==> config.mk <==
export PLATFORM = sky130hd
export DESIGN_NAME = alu_seq_unit
export DESIGN_NICKNAME = d
export VERILOG_FILES = /design/src/rtl/alu_seq_unit.sv
export SDC_FILE = /design/constraint.sdc
export NUM_CORES = 1
export LEC_CHECK = 0
export ABC_CLOCK_PERIOD_IN_PS = 2100
export BUFFER_PORTS_ARGS = -buffer_cell sky130_fd_sc_hd__buf_4
export CAP_MARGIN = 15
export CORE_ASPECT_RATIO = 1.5
export CORE_MARGIN = 10
export CORE_UTILIZATION = 38
export DETAILED_ROUTE_END_ITERATION = 10
export PLACE_DENSITY = 0.65
export SYNTH_ARGS = -nofsm -noshare
export SYNTH_HDL_FRONTEND = slang
export SYNTH_SLANG_ARGS = --single-unit
export TNS_END_PERCENT = 100
==> constraint.sdc <==
create_clock -name clk -period 2.1 [get_ports clk]
set_input_delay 0.21 -clock clk [delete_from_list [all_inputs] [get_ports clk]]
set_output_delay 0.21 -clock clk [all_outputs]
set_load 0.005 [all_outputs]
==> src/rtl/alu_seq_unit.sv <==
`default_nettype none
// ============================================================================
//  Module   : alu_seq_unit
//  Purpose  : Registered ALU with a valid/ready input handshake and a
//             one-cycle done pulse. ADD/SUB/logic/shift ops complete in one
//             cycle. MUL runs as an iterative shift-add. DIV/MOD run as an
//             iterative restoring divider, so the datapath stays narrow for
//             any NBIT.
//  Ports    : clk, rst_n         - clock, asynchronous active-low reset
//             in_valid_i/in_ready_o - operand handshake (ready only in IDLE)
//             a_i, b_i, op_i     - operands and opcode
//                                  (0 ADD,1 SUB,2 MUL,3 DIV,4 MOD,5 AND,
//                                   6 OR,7 XOR,8 SHL,9 SHR)
//             out_valid_o        - one-cycle pulse when result/flags update
//             result_o, n_o, z_o, c_o, v_o - registered result and flags
//             err_o              - divide-by-zero flag (only with macro)
//  Options  : `define ALU_DIVZERO_ERR_EN adds the err_o output
//  Revision : 1.0 - initial release
// ============================================================================
module alu_seq_unit #(
    parameter int NBIT = 4,
    parameter int SHW  = $clog2(NBIT)
) (
    input  logic            clk,
    input  logic            rst_n,
    input  logic            in_valid_i,
    output logic            in_ready_o,
    input  logic [NBIT-1:0] a_i,
    input  logic [NBIT-1:0] b_i,
    input  logic [3:0]      op_i,
    output logic            out_valid_o,
    output logic [NBIT-1:0] result_o,
    output logic            n_o,
    output logic            z_o,
    output logic            c_o,
    output logic            v_o
`ifdef ALU_DIVZERO_ERR_EN
    ,output logic           err_o
`endif
);

    typedef enum logic [1:0] {
        S_IDLE = 2'd0,
        S_MUL  = 2'd1,
        S_DIV  = 2'd2,
        S_DONE = 2'd3
    } state_t;

    localparam logic [3:0] c_OP_ADD = 4'd0;
    localparam logic [3:0] c_OP_SUB = 4'd1;
    localparam logic [3:0] c_OP_MUL = 4'd2;
    localparam logic [3:0] c_OP_DIV = 4'd3;
    localparam logic [3:0] c_OP_MOD = 4'd4;
    localparam logic [3:0] c_OP_AND = 4'd5;
    localparam logic [3:0] c_OP_OR  = 4'd6;
    localparam logic [3:0] c_OP_XOR = 4'd7;
    localparam logic [3:0] c_OP_SHL = 4'd8;
    localparam logic [3:0] c_OP_SHR = 4'd9;
    localparam logic [NBIT:0] c_NBIT_EXT = (NBIT+1)'(NBIT);

    state_t            r_state, w_state_nxt;
    logic [SHW-1:0]    r_cnt;
    logic [NBIT-1:0]   r_hi;        // MUL: partial-product high half; DIV: remainder
    logic [NBIT-1:0]   r_lo;        // MUL: multiplier/product low half; DIV: dividend/quotient
    logic [NBIT-1:0]   r_b;
    logic              r_is_mod;
    logic [NBIT-1:0]   r_result;
    logic              r_n, r_z, r_c, r_v;

    logic              w_accept;
    logic              w_b_zero;
    logic              w_load;
    logic [NBIT-1:0]   w_res_nxt;
    logic              w_c_nxt, w_v_nxt;

    // ---------------- single-cycle datapath (operates on the accept edge) ----
    logic [NBIT:0]     w_add, w_sub, w_shl, w_shr;
    logic              w_sh_big;
    logic [NBIT-1:0]   w_s_res;
    logic              w_s_c, w_s_v;

    assign w_accept = in_valid_i && (r_state == S_IDLE);
    assign w_b_zero = (b_i == '0);
    assign w_add    = {1'b0, a_i} + {1'b0, b_i};
    assign w_sub    = {1'b0, a_i} - {1'b0, b_i};
    // Extra bit on the far side of each shift captures the last bit shifted out.
    assign w_shl    = {1'b0, a_i} << b_i[SHW-1:0];
    assign w_shr    = {a_i, 1'b0} >> b_i[SHW-1:0];
    assign w_sh_big = ({1'b0, b_i} >= c_NBIT_EXT);

    always_comb begin
        w_s_res = '0;
        w_s_c   = 1'b0;
        w_s_v   = 1'b0;
        case (op_i)
            c_OP_ADD: begin
                w_s_res = w_add[NBIT-1:0];
                w_s_c   = w_add[NBIT];
                w_s_v   = (a_i[NBIT-1] == b_i[NBIT-1]) && (w_add[NBIT-1] != a_i[NBIT-1]);
            end
            c_OP_SUB: begin
                w_s_res = w_sub[NBIT-1:0];
                w_s_c   = ~w_sub[NBIT];          // no-borrow
                w_s_v   = (a_i[NBIT-1] != b_i[NBIT-1]) && (w_sub[NBIT-1] != a_i[NBIT-1]);
            end
            c_OP_AND: w_s_res = a_i & b_i;
            c_OP_OR:  w_s_res = a_i | b_i;
            c_OP_XOR: w_s_res = a_i ^ b_i;
            c_OP_SHL: begin
                if (!w_sh_big) begin
                    w_s_res = w_shl[NBIT-1:0];
                    w_s_c   = w_shl[NBIT];
                end
            end
            c_OP_SHR: begin
                if (!w_sh_big) begin
                    w_s_res = w_shr[NBIT:1];
                    w_s_c   = w_shr[0];
                end
            end
            // DIV/MOD reach here only with b=0; undefined opcodes also give 0.
            default: w_s_res = '0;
        endcase
    end

    // ---------------- iterative datapath ------------------------------------
    logic [NBIT:0]     w_mul_sum;
    logic [NBIT-1:0]   w_mul_hi, w_mul_lo;
    logic [NBIT:0]     w_div_sh, w_div_diff;
    logic              w_div_ok;
    logic [NBIT-1:0]   w_div_hi, w_div_lo;

    // Shift-add: add multiplicand into the high half when the current
    // multiplier bit is set, then shift the whole {carry,hi,lo} right.
    assign w_mul_sum  = {1'b0, r_hi} + (r_lo[0] ? {1'b0, r_b} : '0);
    assign w_mul_hi   = w_mul_sum[NBIT:1];
    assign w_mul_lo   = {w_mul_sum[0], r_lo[NBIT-1:1]};

    // Restoring step: shift next dividend bit into the remainder, keep the
    // subtraction only if it did not borrow.
    assign w_div_sh   = {r_hi, r_lo[NBIT-1]};
    assign w_div_diff = w_div_sh - {1'b0, r_b};
    assign w_div_ok   = ~w_div_diff[NBIT];
    assign w_div_hi   = w_div_ok ? w_div_diff[NBIT-1:0] : w_div_sh[NBIT-1:0];
    assign w_div_lo   = {r_lo[NBIT-2:0], w_div_ok};

    // ---------------- FSM ----------------------------------------------------
    always_ff @(posedge clk or negedge rst_n) begin
        if (!rst_n) r_state <= S_IDLE;
        else        r_state <= w_state_nxt;
    end

    always_comb begin
        w_state_nxt = r_state;
        w_load      = 1'b0;
        w_res_nxt   = w_s_res;
        w_c_nxt     = w_s_c;
        w_v_nxt     = w_s_v;
        unique case (r_state)
            S_IDLE: begin
                if (w_accept) begin
                    if (op_i == c_OP_MUL) begin
                        w_state_nxt = S_MUL;
                    end else if (((op_i == c_OP_DIV) || (op_i == c_OP_MOD)) && !w_b_zero) begin
                        w_state_nxt = S_DIV;
                    end else begin
                        w_state_nxt = S_DONE;
                        w_load      = 1'b1;
                    end
                end
            end
            S_MUL: begin
                if (r_cnt == '0) begin
                    w_state_nxt = S_DONE;
                    w_load      = 1'b1;
                    w_res_nxt   = w_mul_lo;
                    w_c_nxt     = 1'b0;
                    w_v_nxt     = |w_mul_hi;
                end
            end
            S_DIV: begin
                if (r_cnt == '0) begin
                    w_state_nxt = S_DONE;
                    w_load      = 1'b1;
                    w_res_nxt   = r_is_mod ? w_div_hi : w_div_lo;
                    w_c_nxt     = 1'b0;
                    w_v_nxt     = 1'b0;
                end
            end
            S_DONE:  w_state_nxt = S_IDLE;
            default: w_state_nxt = S_IDLE;
        endcase
    end

    // ---------------- operand / iteration registers --------------------------
    always_ff @(posedge clk or negedge rst_n) begin
        if (!rst_n) begin
            r_cnt    <= '0;
            r_hi     <= '0;
            r_lo     <= '0;
            r_b      <= '0;
            r_is_mod <= 1'b0;
        end else if (w_accept) begin
            r_cnt    <= SHW'(NBIT-1);
            r_hi     <= '0;
            r_lo     <= a_i;
            r_b      <= b_i;
            r_is_mod <= (op_i == c_OP_MOD);
        end else if (r_state == S_MUL) begin
            r_cnt    <= r_cnt - 1'b1;
            r_hi     <= w_mul_hi;
            r_lo     <= w_mul_lo;
        end else if (r_state == S_DIV) begin
            r_cnt    <= r_cnt - 1'b1;
            r_hi     <= w_div_hi;
            r_lo     <= w_div_lo;
        end
    end

    // ---------------- result / flag registers --------------------------------
    always_ff @(posedge clk or negedge rst_n) begin
        if (!rst_n) begin
            r_result <= '0;
            r_n      <= 1'b0;
            r_z      <= 1'b0;
            r_c      <= 1'b0;
            r_v      <= 1'b0;
        end else if (w_load) begin
            r_result <= w_res_nxt;
            r_n      <= w_res_nxt[NBIT-1];
            r_z      <= (w_res_nxt == '0);
            r_c      <= w_c_nxt;
            r_v      <= w_v_nxt;
        end
    end

`ifdef ALU_DIVZERO_ERR_EN
    logic r_err;
    logic w_s_err;

    // Only a direct IDLE->DONE load can be a divide by zero.
    assign w_s_err = ((op_i == c_OP_DIV) || (op_i == c_OP_MOD)) && w_b_zero;

    always_ff @(posedge clk or negedge rst_n) begin
        if (!rst_n)      r_err <= 1'b0;
        else if (w_load) r_err <= (r_state == S_IDLE) ? w_s_err : 1'b0;
    end

    assign err_o = r_err;
`endif

    assign in_ready_o  = (r_state == S_IDLE);
    assign out_valid_o = (r_state == S_DONE);
    assign result_o    = r_result;
    assign n_o         = r_n;
    assign z_o         = r_z;
    assign c_o         = r_c;
    assign v_o         = r_v;

endmodule
`default_nettype wire

==> flow_summary.json, run 1 <==
{
  "critPathRequiredTime_ns": 2.27,
  "synth_top_area_frac": 0.219,
  "ys_seq_elements": 24,
  "rsz0062_at_grt": "yes",
  "place_congestion": 0.953,
  "setup_violations": 11,
  "h-tree-depth": 1,
  "violations": "negative setup slack",
  "cellLeakagePower_uw": 0.00167,
  "ys_seq_area_frac": 0.219,
  "clkSinkCount": 24,
  "skew_ns": 0.00401,
  "synth-compound-area-share": 0.272,
  "chipWidth_um": 89.4,
  "placed_area_um2": 3370,
  "finalPower_uw": 5710,
  "drt_iter0_markers": 152,
  "synthCells": 328,
  "antenna_left": 0,
  "slew_violations": 0,
  "finalCritPeriodShare": 1.11,
  "vias": 2675,
  "min_path_type": "in2reg",
  "synth_top_cell_by_area": "dfrtp_1",
  "cts_tree": "built",
  "viasPerCell": 5.69,
  "postRouteWirelength_um": 8590,
  "grt_max_degree": 25,
  "start_util": 0.395,
  "fp-row-count": 37,
  "worst_slew_pin_slew_ns": 0.497,
  "synth_top_family_by_area": "compound AO/OA/AOI/OAI gates",
  "die_h_um": 124,
  "hold_viol_final": 0,
  "dr.pass1.iters": 4,
  "whs_path_depth": 2,
  "avgSynthCellArea_um2": 8.37,
  "synth.mux.area_fraction": 0.0634,
  "outcome": "finished with violations",
  "clock_latency_ns": 0.27,
  "nets": 439,
  "worstRegToRegCells": 10,
  "fmax_mhz": 430,
  "cp_max_fo": 2,
  "layout_setup_ws_ns": -0.224,
  "worst_hold_slack_ns": 0.204,
  "cp_common_cell": "inv_2",
  "synth_fp_nets": 374,
  "cts_buffers": 3,
  "drc": 0,
  "grt_pass1_vias": 2682,
  "wl_per_cell_um": 18.3,
  "root_buffer": "clkbuf_8",
  "place.port_buffers": 24,
  "area_growth_pct": 32.2,
  "cp_slowest_stage_delay_ns": 0.46,
  "crit_type": "reg2reg",
  "cp-start-kind": "flop",
  "yosysWarningCount": 0,
  "cap_violations": 0,
  "gr-usage-all-layers": 0.158,
  "clock_path_buffers": 2,
  "peakVddDrop_mv": 0.464,
  "grt_pass1_wl_um": 13700,
  "clk_pin_slew_ns": 0.09,
  "syn_area_um2": 2740,
  "post_route_cells_drive_above_1_share": 0.332,
  "antenna_found_initial": 0,
  "fin_area_um2": 3630,
  "synth_edf_count": 0,
  "io_pins": 25,
  "synthTopCellsByArea": "dfrtp_1, ha_1, nand2_1, o21ai_0, inv_1",
  "arrival_ns": 2.50,
  "grt_overflow_total": 0,
  "core_um2": 6940,
  "relSlewSlack": 0.667,
  "synth.distinct_cells": 73,
  "n_antenna_cell": 0,
  "synth_ff_type": "dfrtp_1",
  "worstPathCellList": "inv_2 > ha_4 > inv_2 > fa_2 > nand2b_1 > a22oi_2 > a311oi_4 > nor2_1 > o31a_1 > o41ai_2",
  "cp-end-kind": "flop",
  "worst_path_max_delay_cell": "fa_2",
  "synth_fa_ha_area_frac": 0.152,
  "dp_hpwl_um": 6940,
  "synthSimpleGateAreaFrac": 0.189,
  "synth-xor-area-share": 0.0287,
  "synth_async_sr_flop_share": 1.00,
  "die-area_um2": 11100,
  "pwr_density_cell_nw_per_um2": 1570,
  "post-route-min-period_ns": 2.32
}
==> registers in the layout, indices dropped and copies added (netlist names) <==
| signal | count |
|---|---|
| r_hi | 4 |
| z_o | 1 |
| v_o | 1 |
| r_state | 2 |
| r_lo | 4 |
| c_o | 1 |
| r_b | 4 |
| r_is_mod | 1 |
| r_cnt | 2 |
| result_o | 4 |
==> cell families (layout without fill, tap and decap cells) <==
group                    Yosys count  after routing
multiplexers                      15             15
AND/OR/NAND/NOR                   96             96
flip-flops                        24             24
AO/OA/AOI/OAI                    103            103
adder cells (fa/ha/maj)           31             31
XOR/XNOR                           9              9
buffers and inverters             50            114
==> critical path, delay by kind of cell (launching register included) <==
family	cells	cell delay, ns
flip-flops	1	0.40
adder cells (fa/ha/maj)	2	0.60
AND/OR/NAND/NOR	2	0.18
AO/OA/AOI/OAI	4	0.94
buffers and inverters	2	0.11
==> layer usage <==
layer  GRT usage  up-vias  share of wire
met2       0.309       65           0.58
met4       0.101        0          0.044
met5           0        -              0
li1            -     1306              -
met1       0.152     1285           0.36
met3     0.00915       19          0.020
==> power by group <==
group	total (uW)	switching, uW	internal (uW)	leakage (uW)
Combinational	4470	2300	2180	0.00134
Clock	321	154	167	0.0000288
Sequential	913	220	693	0.000300
Total	5710	2670	3040	0.00167
==> through the flow <==
| step | utilization | cells | setup TNS (ns) | worst slack (ns) |
|---|---|---|---|---|
| 6_report | 0.522 | 470 | -1.32 | -0.224 |
| 5_1_grt | 0.522 | 470 | -2.26 | -0.325 |
| 4_1_cts | 0.507 | 467 | -1.33 | -0.239 |
| 3_5_place_dp | 0.486 | 462 | -1.89 | -0.290 |
| 3_3_place_gp | 0.486 | 462 | -1.23 | -0.202 |
| 2_1_floorplan | - | 328 | -0.722 | -0.150 |
==> cell type report <==
class	instances	area, um^2
Tap cell	78	97.6
Inverter	34	128
Sequential cell	24	601
Multi-Input combinational cell	254	2120
Clock buffer	4	55.1
Timing Repair Buffer	76	626
Fill cell	659	3320
==> Yosys cell counts (4+ instances only) <==
cell type	count
nand2_1	36
inv_1	32
ha_1	27
o21ai_0	26
dfrtp_1	24
a21oi_1	16
nor2_1	16
a211oi_1	8
clkbuf_1	8
mux2i_1	8
xnor2_1	7
and2_1	6
nand4_1	6
nor2b_1	6
mux2_2	5
nand2b_1	5
nand3_1	5
a21o_1	4
buf_2	4
fa_1	4
==> layout by cell type, fill, tap and decap left out, drive strengths merged, types with 3 or more instances in the layout <==
master and count:
a31oi 4, inv 34, a21oi 17, nand2 36, o21a 3, o22ai 3
nand4 6, o2111ai 3, ha 27, nor2 17, clkbuf 4, nor2b 6
fa 4, mux2 6, and2 7, buf 75, mux2i 8, a21o 5
nand3 5, dfrtp 24, xnor2 7, a32o 3, a221oi 3, o21ai 27
nand2b 5, a211oi 9
==> path summary, 6_finish.rpt <==
path,start,endpoint,slack (ns)
setup / recovery,r_lo[3],z_o,-0.22
hold / removal,op_i[1],r_is_mod,0.20
setup reg to reg,r_lo[3],z_o,-0.22
hold reg to reg,r_cnt[1],r_cnt[1],0.51
max in group asynchronous,rst_n,r_b[0],1.46
min in group asynchronous,rst_n,r_state[0],0.39
==> repair_timing <==
action                                  4_1_cts  5_1_grt
endpoints found under the hold margin        24        0
endpoints found under the setup margin       11       12
hold buffers                                  1        0
setup buffers                                 0        3
pin swaps                                    14       12
gates resized for setup                      15       16
No activity file was read; power rests on OpenSTA's default activity.
==> inputs of run 2 (changes only) <==
--- a/config.mk
+++ b/config.mk
@@ -5,6 +5,7 @@
 export SDC_FILE = /design/constraint.sdc
 export NUM_CORES = 1
 export LEC_CHECK = 0
+export ABC_AREA = 1
 export ABC_CLOCK_PERIOD_IN_PS = 2100
 export BUFFER_PORTS_ARGS = -buffer_cell sky130_fd_sc_hd__buf_4
 export CAP_MARGIN = 15
@@ -12,6 +13,7 @@
 export CORE_MARGIN = 10
 export CORE_UTILIZATION = 38
 export DETAILED_ROUTE_END_ITERATION = 10
+export GPL_ROUTABILITY_DRIVEN = 0
 export PLACE_DENSITY = 0.65
 export SYNTH_ARGS = -nofsm -noshare
 export SYNTH_HDL_FRONTEND = slang
==> flow_summary.json, run 2 <==
{
  "outcome": "finished, final reports clean",
  "cp-end-kind": "flop",
  "setup_violations": 0,
  "viasPerCell": 5.34,
  "nets": 472,
  "cap_violations": 0,
  "fmax_mhz": 487,
  "drt_iter0_markers": 188,
  "start_util": 0.395,
  "synth_ff_type": "dfrtp_1",
  "area_growth_pct": 18.1,
  "final_common_cell": "nand2_1",
  "io_pins": 25,
  "cts_tree": "built",
  "wl_per_cell_um": 14.9,
  "layout_setup_ws_ns": 0.0464,
  "grt_overflow_total": 0,
  "placed_cells": 495,
  "h-tree-depth": 1,
  "synthTopCellsByArea": "dfrtp_1, nand2_1, ha_1, inv_1, nand3_1",
  "hold_viol_final": 0,
  "n_antenna_cell": 0,
  "relSlewSlack": 0.711,
  "grt_pass1_wl_um": 12200,
  "clock_path_buffers": 2,
  "arrival_ns": 2.26,
  "cellLeakagePower_uw": 0.00159,
  "cp-start-kind": "flop",
  "place.port_buffers": 24,
  "grt_max_degree": 25,
  "slew_violations": 0,
  "postRouteWirelength_um": 7440,
  "final_cell_mix": "nand2_1, inv_1, nand3_1, buf_4, o21ai_0",
  "chipWidth_um": 87.3,
  "cts_buffers": 3,
  "min_path_type": "in2reg",
  "fin_cells": 501,
  "tns_ns": 0,
  "finalPower_uw": 4280,
  "core_um2": 6530,
  "ys_seq_elements": 24,
  "skew_ns": 0.00135,
  "peakVddDrop_mv": 0.473,
  "die_h_um": 121,
  "synth_async_sr_flop_share": 1.00,
  "rsz0062_at_grt": "yes",
  "synth_top_area_frac": 0.233,
  "clkSinkCount": 24,
  "grt_pass1_vias": 2641,
  "clk_pin_slew_ns": 0.09,
  "synthCells": 394,
  "synthTopCellsByCount": "nand2_1, inv_1, nand3_1",
  "synth_edf_count": 0,
  "clock_latency_ns": 0.27,
  "synth.distinct_cells": 32,
  "cp_max_fo": 3,
  "synth_fp_nets": 440,
  "dp_hpwl_um": 6110,
  "antenna_left": 0,
  "dr.pass1.iters": 5,
  "post-route-min-period_ns": 2.05,
  "vias": 2673,
  "worst_slew_pin_slew_ns": 0.432,
  "avgSynthCellArea_um2": 6.55,
  "antenna_found_initial": 0,
  "fp-row-count": 36,
  "dpl_worst_slack_ns": -0.00209,
  "synth_top_cell_by_area": "dfrtp_1",
  "critPathRequiredTime_ns": 2.30,
  "gr-usage-all-layers": 0.142,
  "pwr_density_cell_nw_per_um2": 1400,
  "synthMostInstantiatedCell": "nand2_1",
  "ys_seq_area_frac": 0.233,
  "crit_type": "reg2reg",
  "syn_area_um2": 2580,
  "finalCritPeriodShare": 0.978,
  "post_route_cells_drive_above_1_share": 0.188,
  "die-area_um2": 10600,
  "drc": 0,
  "yosysWarningCount": 0,
  "root_buffer": "clkbuf_8"
}
-- run 2: cell count changes in the layout (fill, tap and decap cells not counted), moves of 7 or more --
cell     previous run  this run
nand2_1            36        93
buf_4              68        33
nand3_1             3        34
inv_1              29        57
nand2_2             0        15
mux2i_1             7         0
-- run 2: area by class of cell --
type                       count  area, um^2
sequential                    24         601
clock buffer                   4        55.1
inverter                      68         255
tap                           76        95.1
multi-input combinational    295        1780
timing repair buffer          34         258
fill                         649        3480
-- run 2: through the flow --
step                hold slack, ns  utilization  instance area [um^2]
floorplan                  -0.0856            -                  2580
global placement             0.127        0.440                  2870
detailed placement           0.133        0.440                  2870
CTS                          0.243        0.450                  2940
global route                 0.272        0.467                  3050
finish                       0.247        0.467                  3050
-- run 2: per-layer routing --
metal / part of all wire / vias to the layer above / GRT usage
met1: 0.37 / 1243 / 0.142
met2: 0.56 / 60 / 0.265
met4: 0.051 / 0 / 0.0990
li1: - / 1347 / -
met3: 0.016 / 23 / 0.00806
met5: 0 / - / 0
-- run 2: final timing paths --
kind	from	endpoint	slack, ns	cells after the start
worst max register to register	r_lo[3]	z_o	0.05	15
max in group asynchronous	rst_n	result_o[1]	1.49	2
worst min-delay path	a_i[0]	r_lo[0]	0.25	3
min in group asynchronous	rst_n	r_state[1]	0.36	2
worst max-delay path	r_lo[3]	z_o	0.05	15
worst min register to register	result_o[0]	result_o[0]	0.50	2
-- run 2: kinds of logic after synthesis --
logic type,after synthesis,share of synthesized area
and+or+nand+nor,189,0.328
DFF,24,0.233
adders and majority gates,31,0.162
AOI/OAI and AO/OA,72,0.151
xor gates and xnor gates,3,0.0102
buffers and inverters,75,0.115
-- run 2: timing repair --
item                                    4_1_cts  5_1_grt
gates resized for setup                       1       28
hold endpoints to repair                     24        0
endpoints found under the setup margin        1        7
setup buffers                                 0        1
hold buffers                                  1        0
pin swaps                                     0        7
-- run 2: worst max-delay path, cell delays in order (launching register included) --
cell     delay [ns]
dfrtp_1        0.41
inv_2          0.10
ha_4           0.13
inv_2          0.04
fa_2           0.39
nand3_4        0.11
nand3_2        0.15
nand2_4        0.13
nand2_2        0.07
nand3_1        0.07
nand2_1        0.05
nand2_1        0.05
nand2_1        0.06
nand2_2        0.07
nand2_1        0.05
o21ai_1        0.10
-- run 2: power breakdown --
part | leakage, uW | switching (uW) | internal, uW
combinational | 0.00126 | 1870 | 1200
clock | 0.0000288 | 155 | 168
sequential | 0.000300 | 205 | 682
total | 0.00159 | 2230 | 2050
==> inputs of run 3 (changes only) <==
--- a/config.mk
+++ b/config.mk
@@ -11,10 +11,10 @@
 export CAP_MARGIN = 15
 export CORE_ASPECT_RATIO = 1.5
 export CORE_MARGIN = 10
-export CORE_UTILIZATION = 38
+export CORE_UTILIZATION = 54
 export DETAILED_ROUTE_END_ITERATION = 10
 export GPL_ROUTABILITY_DRIVEN = 0
-export PLACE_DENSITY = 0.65
+export PLACE_DENSITY = 0.85
 export SYNTH_ARGS = -nofsm -noshare
 export SYNTH_HDL_FRONTEND = slang
 export SYNTH_SLANG_ARGS = --single-unit
==> flow_summary.json, run 3 (synthesis gave the netlist of run 2 again) <==
{
  "outcome": "finished, final reports clean",
  "grt_pass1_wl_um": 12100,
  "drc": 0,
  "placed_area_um2": 2840,
  "h-tree-depth": 1,
  "antenna_found_initial": 0,
  "regToRegSetupSlack_ns": 0.04,
  "place.port_buffers": 24,
  "finalPower_uw": 4260,
  "clock_latency_ns": 0.27,
  "cp-start-kind": "flop",
  "skew_ns": 0.00258,
  "worst_slew_pin_slew_ns": 0.419,
  "vias": 2751,
  "viasPerCell": 5.66,
  "hold_viol_final": 0,
  "grt_overflow_total": 0,
  "post-route-min-period_ns": 2.06,
  "cts_buffers": 3,
  "clk_pin_slew_ns": 0.09,
  "fp-row-count": 30,
  "r2r_start": "r_lo[3]",
  "nets": 470,
  "grt_pass1_vias": 2808,
  "cp_max_fo": 3,
  "cp-end-kind": "flop",
  "area_growth_pct": 16.1,
  "critPathRequiredTime_ns": 2.27,
  "clock_path_buffers": 2,
  "wl_per_cell_um": 15.2,
  "post_route_cells_drive_above_1_share": 0.173,
  "dp_hpwl_um": 5880,
  "gr-usage-all-layers": 0.179,
  "core_um2": 4580,
  "fmax_mhz": 487,
  "final_common_cell": "nand2_1",
  "dr.pass1.iters": 6,
  "n_antenna_cell": 0,
  "arrival_ns": 2.23,
  "rsz0062_at_grt": "yes",
  "root_buffer": "clkbuf_8",
  "cap_violations": 0,
  "setup_violations": 0,
  "grt_max_degree": 25,
  "fill_cells": 435,
  "fin_area_um2": 3000,
  "multi_input_area_um2": 1780,
  "peakVddDrop_mv": 0.503,
  "clkSinkCount": 24,
  "antenna_left": 0,
  "relSlewSlack": 0.720,
  "die-area_um2": 8000,
  "regArea_um2": 601,
  "chipWidth_um": 76.4,
  "hold_start": "a_i[0]",
  "r2r_end": "z_o",
  "finalCritPeriodShare": 0.979,
  "whs_path_depth": 3,
  "die_h_um": 105,
  "min_to": "r_lo[0]",
  "postRouteWirelength_um": 7380,
  "pwr_density_cell_nw_per_um2": 1420,
  "start_util": 0.563,
  "slew_violations": 0,
  "final_cell_mix": "nand2_1, inv_1, nand3_1, o21ai_0, buf_4",
  "worstRegToRegCells": 16,
  "crit_type": "reg2reg",
  "cellLeakagePower_uw": 0.00157,
  "cts_tree": "built",
  "io_pins": 25,
  "min_path_type": "in2reg",
  "drt_iter0_markers": 174
}
## run 3: cell types whose count changed in the layout (fill, tap and decap cells not counted), sizes merged
cell / change
clkbuf: -1
buf: -2
## run 3: per-layer routing
metal	up-vias	routed length, um	global-route usage
met5	-	0	0
met4	0	396	0.125
met3	36	231	0.0120
met2	96	4160	0.345
met1	1278	2590	0.173
li1	1341	-	-
## run 3: power by group
part | leakage, uW | internal (uW) | total [uW] | switching, uW
Combinational | 0.00125 | 1180 | 3090 | 1910
Clock | 0.0000216 | 129 | 288 | 159
Sequential | 0.000300 | 682 | 882 | 200
## run 3: cell type report
class                   instances  share of cell area
clock buffers                   3              0.0138
inverters                      68              0.0852
multi-input cells             295               0.593
flip-flops and latches         24               0.200
well taps                      64              0.0267
repair buffers                 32              0.0810
## run 3: worst max path at each step
stage               startpoint  endpoint  depth (start not counted)
global placement       r_lo[3]       z_o                         16
CTS                    r_lo[3]       z_o                         16
floorplan              r_lo[3]       z_o                         16
finish                 r_lo[3]       z_o                         16
global route           r_lo[3]       z_o                         16
detailed placement     r_lo[3]       z_o                         16
## run 3: worst max-delay path, stage by stage, from the launching register on
cell and delay, ns:
dfrtp_1 0.41, inv_2 0.09, ha_4 0.12, inv_2 0.04, fa_2 0.39, nand3_4 0.10
nand3_4 0.10, nand2_4 0.11, nand2_4 0.07, nand2_4 0.08, nand3_2 0.07, nand2_1 0.08
nand2_1 0.05, nand2_1 0.06, nand2_1 0.06, nand2_1 0.06, o21ai_1 0.05
## run 3: through the flow
step	setup TNS (ns)	instances	hold WS [ns]	setup WS, ns	utilization
2_1_floorplan	0	394	-0.0856	0.171	-
3_3_place_gp	0	480	0.126	0.0920	0.619
3_5_place_dp	0	480	0.132	0.00473	0.619
4_1_cts	0	484	0.263	0.0456	0.631
5_1_grt	-0.291	486	0.284	-0.102	0.654
6_report	0	486	0.256	0.0449	0.654
## run 3: what timing repair did
item | CTS | global route
hold buffers | 1 | 0
buffers inserted | 0 | 2
endpoints found under the hold margin | 24 | 0
pin swaps | 0 | 12
setup endpoints to repair | 1 | 5
resized for setup | 1 | 23
